`src/rtl/ita_input_row_packer.sv`:
```
// ita_input_row_packer
//   Producer side of the ITA input buffer write port. Collects a narrow
//   valid/ready byte stream (BeatBytes bytes per beat) into full embedding
//   rows and issues one row write per sequence position, at addresses
//   0 .. seq_length-1.
//
// Configuration:
//   ITA_PACKER_DBUF_EN - when defined, the next row is assembled while the
//   previous row waits for write_ready_i (assembly buffer + write buffer
//   act as a ping-pong pair). When undefined, the input stalls for the
//   whole time a row sits in WRITE.
//
// Ports:
//   clk_i, rst_ni   clock, asynchronous active-low reset
//   clear_i         synchronous abort back to IDLE (drops any partial row)
//   start_i         one-cycle start pulse, seq_length_i/embed_size_i sampled
//   in_*            input beat stream, byte 0 in the LSBs
//   write_*         row write request: address, row data (element 0 in LSBs)
//   busy_o          job in progress (FILL/WRITE/DONE)
//   done_o          one-cycle pulse at the end of a job
module ita_input_row_packer #(
  parameter  int S         = 64,
  parameter  int E         = 64,
  parameter  int WI        = 8,
  parameter  int BeatBytes = 16,
  localparam int AW        = (S > 1) ? $clog2(S) : 1,
  localparam int LW        = $clog2(S + 1),
  localparam int SW        = $clog2(E + 1)
) (
  input  logic                    clk_i,
  input  logic                    rst_ni,
  input  logic                    clear_i,
  input  logic                    start_i,
  input  logic [LW-1:0]           seq_length_i,
  input  logic [SW-1:0]           embed_size_i,
  input  logic                    in_valid_i,
  output logic                    in_ready_o,
  input  logic [BeatBytes*WI-1:0] in_data_i,
  output logic                    write_valid_o,
  input  logic                    write_ready_i,
  output logic [AW-1:0]           write_addr_o,
  output logic [E*WI-1:0]         write_data_o,
  output logic                    busy_o,
  output logic                    done_o
);

  localparam int BprMax = E / BeatBytes;
  localparam int BW     = (BprMax > 1) ? $clog2(BprMax) : 1;

  typedef enum logic [1:0] {
    ST_IDLE  = 2'd0,
    ST_FILL  = 2'd1,
    ST_WRITE = 2'd2,
    ST_DONE  = 2'd3
  } state_e;

  state_e            state_q, state_d;
  logic [LW-1:0]     seq_len_q, seq_len_d;
  logic [SW-1:0]     embed_q, embed_d;
  logic [BW-1:0]     last_beat_q, last_beat_d;
  logic [BW-1:0]     beat_q, beat_d;
  logic [AW-1:0]     row_q, row_d;
  logic [LW-1:0]     fill_row_q, fill_row_d;
  logic [E*WI-1:0]   buf_q, buf_d;
  logic [E*WI-1:0]   wdata_q, wdata_d;
  logic              wv_q, wv_d;
  logic              asm_full_q, asm_full_d;
  logic              in_ready_q, in_ready_d;
  logic              busy_q, busy_d;
  logic              done_q, done_d;

  logic [E*WI-1:0]   merged_s;
  logic              accept_s;
  logic              wr_hs_s;
  logic              last_row_s;
  logic              job_done_s;
  logic              active_s;

  assign accept_s   = in_ready_q & in_valid_i;
  assign wr_hs_s    = wv_q & write_ready_i;
  assign last_row_s = (LW'(row_q) == (seq_len_q - LW'(1)));

  // Assembly buffer with the current beat merged into slot beat_q; bytes at
  // or beyond embed_q are forced to zero so a short last beat leaves no junk.
  always_comb begin
    merged_s = buf_q;
    for (int i = 0; i < E; i++) begin
      if (beat_q == BW'(i / BeatBytes)) begin
        if (i < int'(embed_q)) begin
          merged_s[i*WI +: WI] = in_data_i[(i % BeatBytes)*WI +: WI];
        end else begin
          merged_s[i*WI +: WI] = '0;
        end
      end else begin
        merged_s[i*WI +: WI] = buf_q[i*WI +: WI];
      end
    end
  end

  // Next-state and datapath control for the job FSM.
  always_comb begin
    state_d     = state_q;
    seq_len_d   = seq_len_q;
    embed_d     = embed_q;
    last_beat_d = last_beat_q;
    beat_d      = beat_q;
    row_d       = row_q;
    fill_row_d  = fill_row_q;
    buf_d       = buf_q;
    wdata_d     = wdata_q;
    wv_d        = wv_q;
    asm_full_d  = asm_full_q;
    job_done_s  = 1'b0;

    case (state_q)
      ST_IDLE: begin
        if (start_i) begin
          seq_len_d  = seq_length_i;
          embed_d    = (embed_size_i > SW'(E)) ? SW'(E) : embed_size_i;
          row_d      = '0;
          fill_row_d = '0;
          beat_d     = '0;
          buf_d      = '0;
          wdata_d    = '0;
          wv_d       = 1'b0;
          asm_full_d = 1'b0;
          if ((seq_length_i == '0) || (embed_d == '0)) begin
            state_d = ST_DONE;
          end else begin
            last_beat_d = BW'((int'(embed_d) + BeatBytes - 1) / BeatBytes - 1);
            state_d     = ST_FILL;
          end
        end else begin
          state_d = ST_IDLE;
        end
      end

      ST_FILL, ST_WRITE: begin
        // Write side first: a completed handshake frees the write buffer,
        // and a row parked in the assembly buffer moves straight into it.
        if (wr_hs_s) begin
          wv_d = 1'b0;
          if (last_row_s) begin
            job_done_s = 1'b1;
            row_d      = '0;
          end else begin
            row_d = row_q + AW'(1);
          end
          if (asm_full_q) begin
            wdata_d    = buf_q;
            wv_d       = 1'b1;
            asm_full_d = 1'b0;
            buf_d      = '0;
          end else begin
            wdata_d = wdata_q;
          end
        end else begin
          wv_d = wv_q;
        end

        // Input side: in_ready_q is never set while a row is parked, so the
        // parked-row transfer above and a beat accept cannot collide.
        if (accept_s) begin
          if (beat_q == last_beat_q) begin
            beat_d     = '0;
            fill_row_d = fill_row_q + LW'(1);
            if (!wv_q || wr_hs_s) begin
              wdata_d = merged_s;
              wv_d    = 1'b1;
              buf_d   = '0;
            end else begin
              buf_d      = merged_s;
              asm_full_d = 1'b1;
            end
          end else begin
            buf_d  = merged_s;
            beat_d = beat_q + BW'(1);
          end
        end else begin
          beat_d = beat_q;
        end

        if (job_done_s) begin
          state_d = ST_DONE;
          wdata_d = '0;
        end else if (wv_d) begin
          state_d = ST_WRITE;
        end else begin
          state_d = ST_FILL;
        end
      end

      ST_DONE: begin
        state_d = ST_IDLE;
      end

      default: begin
        state_d = ST_IDLE;
      end
    endcase

    // Abort wins over every other event in the same cycle.
    if (clear_i) begin
      state_d    = ST_IDLE;
      wv_d       = 1'b0;
      asm_full_d = 1'b0;
      buf_d      = '0;
      wdata_d    = '0;
      beat_d     = '0;
      row_d      = '0;
      fill_row_d = '0;
    end else begin
      state_d = state_d;
    end
  end

  // Registered handshake/status outputs derived from the next state.
  always_comb begin
    active_s = (state_d == ST_FILL) || (state_d == ST_WRITE);
`ifdef ITA_PACKER_DBUF_EN
    in_ready_d = active_s && (fill_row_d < seq_len_d) && !asm_full_d;
`else
    in_ready_d = active_s && !wv_d;
`endif
    busy_d = (state_d != ST_IDLE);
    done_d = (state_d == ST_DONE);
  end

  // State and datapath registers.
  always_ff @(posedge clk_i or negedge rst_ni) begin
    if (!rst_ni) begin
      state_q     <= ST_IDLE;
      seq_len_q   <= '0;
      embed_q     <= '0;
      last_beat_q <= '0;
      beat_q      <= '0;
      row_q       <= '0;
      fill_row_q  <= '0;
      buf_q       <= '0;
      wdata_q     <= '0;
      wv_q        <= 1'b0;
      asm_full_q  <= 1'b0;
      in_ready_q  <= 1'b0;
      busy_q      <= 1'b0;
      done_q      <= 1'b0;
    end else begin
      state_q     <= state_d;
      seq_len_q   <= seq_len_d;
      embed_q     <= embed_d;
      last_beat_q <= last_beat_d;
      beat_q      <= beat_d;
      row_q       <= row_d;
      fill_row_q  <= fill_row_d;
      buf_q       <= buf_d;
      wdata_q     <= wdata_d;
      wv_q        <= wv_d;
      asm_full_q  <= asm_full_d;
      in_ready_q  <= in_ready_d;
      busy_q      <= busy_d;
      done_q      <= done_d;
    end
  end

  assign in_ready_o    = in_ready_q;
  assign write_valid_o = wv_q;
  assign write_addr_o  = row_q;
  assign write_data_o  = wdata_q;
  assign busy_o        = busy_q;
  assign done_o        = done_q;

endmodule

```
`config.mk`:
```
export PLATFORM = sky130hd
export DESIGN_NAME = ita_input_row_packer
export DESIGN_NICKNAME = d
export VERILOG_FILES = /design/src/rtl/ita_input_row_packer.sv
export SDC_FILE = /design/constraint.sdc
export NUM_CORES = 2
export LEC_CHECK = 0
export CORE_MARGIN = 8
export CORE_UTILIZATION = 58
export CTS_BUF_LIST = sky130_fd_sc_hd__clkbuf_8
export DETAILED_ROUTE_END_ITERATION = 6
export GPL_ROUTABILITY_DRIVEN = 0
export GPL_TIMING_DRIVEN = 0
export PLACE_DENSITY = 0.89
export SKIP_LAST_GASP = 1
export SLEW_MARGIN = 20
export SYNTH_ARGS = -nofsm -noshare
export SYNTH_HDL_FRONTEND = slang
export SYNTH_SLANG_ARGS = --single-unit
export TNS_END_PERCENT = 30
```
`constraint.sdc`:
```
create_clock -name clk_i -period 3.4 [get_ports clk_i]
set_clock_uncertainty 0.15 [all_clocks]
set_input_delay 0.85 -clock clk_i [delete_from_list [all_inputs] [get_ports clk_i]]
set_output_delay 0.85 -clock clk_i [all_outputs]
set_load 0.01 [all_outputs]
```
==> results.md <==
* Period utilization at 104.2%
* Critical path peak fanout at 10
* Most instantiated library cell after synthesis: nand2_1
* WP data required at roughly 4.0 ns
* Die span in x at 315.7 um
* Worst-margin pin slew at about 1.4 ns
* Ratio of cells with drive above 1 in the final layout at slightly above 6%
* Placeable Area at approximately 89000 um2
* Clk buf depth at 3
* Detail Placement HPWL at 165.7 mm
* Final Power at between 0.02 and 0.03 W
* DR WL/cell at ~28 um
* PwrDens at between 400 and 500 nW/um2
* Simple-gate area share of the yosys netlist at a little under a fifth
* Initial Util at 58.23%
* Proportion of synthesized area in mux cells at 0.4996%
* Syn. warnings at 0
* Post-synth EDFFs at 0
* Die ar. at approximately 100000 um2
* Worst Slack Setup Final at -0.1424 ns
* Endpoint class of the critical path: flip-flop
* Initial antenna violation count at 11
* Site row count at 110
* CTS tree: done
* Synthesized net count at approximately 6100
* Post-Synth Adder-Cell Area at less than 1%
* Worst flop-to-flop path startpoint: state_q[0]$_DFF_PN0_
* Syn-to-layout area delta at 23.27%
* Syn avg cell area at 8.813 um2
* Die height at around 320 um
* Area after DPL at roughly 60000 um2
* HP Class: input pin to flip-flop
* Post-synthesis compound-gate area fraction at roughly a quarter
* Part of the Yosys area used for sequential elements at slightly above 50%
* Cts bufs inserted at between 150 and 200
* Ports at 670
* Outcome: finished with violations
* DRT Wirelength at about 230 mm
* # fillers at between 6000 and 7000
* Largest net degree at the start of global routing at between 100 and 150
* Clock Latency Late Sink at around 0.88 ns
* Max VDD drop at approximately 380 uV
* Hold path start: clear_i
* Largest family of logic cells by synthesized area: compound AO/OA/AOI/OAI gates
* Max Fclk at roughly 0.28 GHz
* Ys flop type: dfrtp_1
* DP Worst Slack at -2.042 ns
* Area leader, netlist: dfrtp_1
* Netlist cell types at 54
* Residual DRC at 17
* Min Tclk post-route at between 3 and 4 ns
* Post-Syn Instances at 5911
* Hold Path Sink: write_valid_o$_DFF_PN0_
* Synth top area cells: dfrtp_1 (51%), nand2_1 (13%), a32o_1 (6.2%), a22o_1 (5.2%), o21ai_0 (4.9%)
* RSZ-0062 raised after global routing: yes
* H-Tree Depth at 4
* Design area at around 64000 um2
* DR iter-0 viols at 8865
* CP arrival at ~4.2 ns
* Pre-antenna DRT Iters at 7
* Vias per cell at a little under 7
* Via Count at 55814
* First-pass GRT wire length at about 330 mm
* ANT nets after route at 0
* Xor/xnor share of the synthesized area at less than 1%
* Gr ovfl total at 0
* Setup crit start kind: flip-flop
* Vias in the first global route at ~54000
* Final Max Slew Viols at 0
* Final Setup Violations at between 200 and 250
* Kind of critical path: flip-flop to flip-flop
* Commonest cells post-synth: nand2_1 (1786), dfrtp_1 (1055), o21ai_0 (515)
* Nets@finish at slightly below 7000
* Slack of the worst reg-to-reg path at -0.14 ns
* Failing checks: DRC, setup timing
* Clk sinks at approximately 1100
* Clk Tree Root Cell: clkbuf_8
* Clock Pin Slew Worst Setup and Hold Paths at 0.06 ns
* Cell Area, Synth at between 50000 and 60000 um2
* Cell count of the worst reg-to-reg path at 11
* Total negative slack at -8.391 ns
* Share of flip-flops with an asynchronous set or reset at 100.0%
* Tot GR Track Use at 44.34%
* Synth Register Bits at ~1100
* P_leak at 27.49 nW
* WHS Path Cells at 2
* Placed cell count at approximately 7800
* Slew headroom at 7.218%
* Worst reg2reg endpoint: buf_q[69]$_DFFE_PN0P_
* Finished Layout Cells at 8072
* MaxCap Viol Count at 0
* Final hold viol count at 0
* IO Port Bufs at 660
* Area share of the largest cell type after synthesis at between 50% and 60%
## per-stage QoR
stage               hold WS (ns)  util [%]
global placement          0.3277     67.26
CTS                       0.2127     71.57
global route              0.2894     71.77
detailed placement        0.3342     67.57
floorplan                 0.3136         -
finish                    0.2703     71.78
## placed cells by master (no fill, tap or decap), drive strengths merged, types with 111 or more instances in the layout
cell	netlist	layout
dfrtp	1055	1055
nand3	349	349
nand2	1786	1786
a21oi	385	385
clkbuf	460	676
o21ai	523	523
a22o	312	312
a32o	321	321
clkdlybuf4s50	0	659
nor2b	111	111
a22oi	208	208
## worst max-delay path by stage
stage / start / endpoint / slack, ns / cells after the start
floorplan: clear_i / buf_q[100]$_DFFE_PN0P_ / 0.45 / 9
CTS: write_valid_o$_DFF_PN0_ / write_data_o[244]$_DFFE_PN0P_ / -0.23 / 8
global route: state_q[0]$_DFF_PN0_ / buf_q[3]$_DFFE_PN0P_ / -0.16 / 11
global placement: rst_ni / buf_q[305]$_DFFE_PN0P_ / -46.69 / 1
detailed placement: write_ready_i / buf_q[132]$_DFFE_PN0P_ / -2.04 / 8
finish: state_q[0]$_DFF_PN0_ / buf_q[69]$_DFFE_PN0P_ / -0.14 / 11
## power by group
| part | leakage [nW] | total [W] | switching (W) | internal [W] |
|---|---|---|---|---|
| clock | 2.03 | 0.0114 | 0.00549 | 0.00595 |
| combinational | 10.7 | 0.00242 | 0.00187 | 0.000551 |
| sequential | 14.7 | 0.0126 | 0.0000417 | 0.0126 |
## flip-flops by register name, summed over array words and instances (netlist names)
register       cells
done_o             1
buf_q            512
asm_full_q         1
write_data_o     512
write_valid_o      1
last_beat_q        2
embed_q            7
in_ready_o         1
write_addr_o       6
state_q            2
busy_o             1
beat_q             2
seq_len_q          7
## final cells by class
| cell class | count | area [um2] | area share, % |
|---|---|---|---|
| multi-input combinational | 4315 | 23580 | 36.73 |
| antenna | 7 | 17.52 | 0.02728 |
| timing repair buffer | 671 | 6880 | 10.71 |
| buffer | 518 | 2286 | 3.560 |
| inverter | 22 | 82.58 | 0.1286 |
| clock inverter | 85 | 425.4 | 0.6625 |
| tap | 1176 | 1471 | 2.291 |
| clock buffer | 223 | 3069 | 4.779 |
| sequential | 1055 | 26400 | 41.11 |
## cell families after synthesis
kind of cell               Yosys count
xor gates and xnor gates             9
adders and majority gates           10
and+or+nand+nor                   2383
buffers and inverters              541
AOI/OAI and AO/OA                 1888
muxes                               25
DFF                               1055
## worst max-delay path: stages (launching register included)
cell      delay, ns
dfrtp_1        0.35
inv_1          0.06
ha_1           0.23
nand2_1        0.33
nand2_1        0.17
or2_2          0.33
o21ai_0        0.08
clkbuf_2       0.47
buf_2          0.51
clkbuf_1       0.48
nand2_1        0.13
o21ai_0        0.12
## layer usage
layer / routed length (um) / global-route usage [%]
met5: 76 / 0
met3: 35040 / 17.14
met2: 93710 / 62.69
met1: 75190 / 52.89
met4: 24740 / 37.82
## what timing repair did
item	CTS	global route
hold buffers	1	0
hold endpoints to repair	98	0
cloned	0	0
buffers inserted	0	0
setup endpoints to repair	984	925
gates resized for setup	39	135
(Power assumes the default switching activity.)
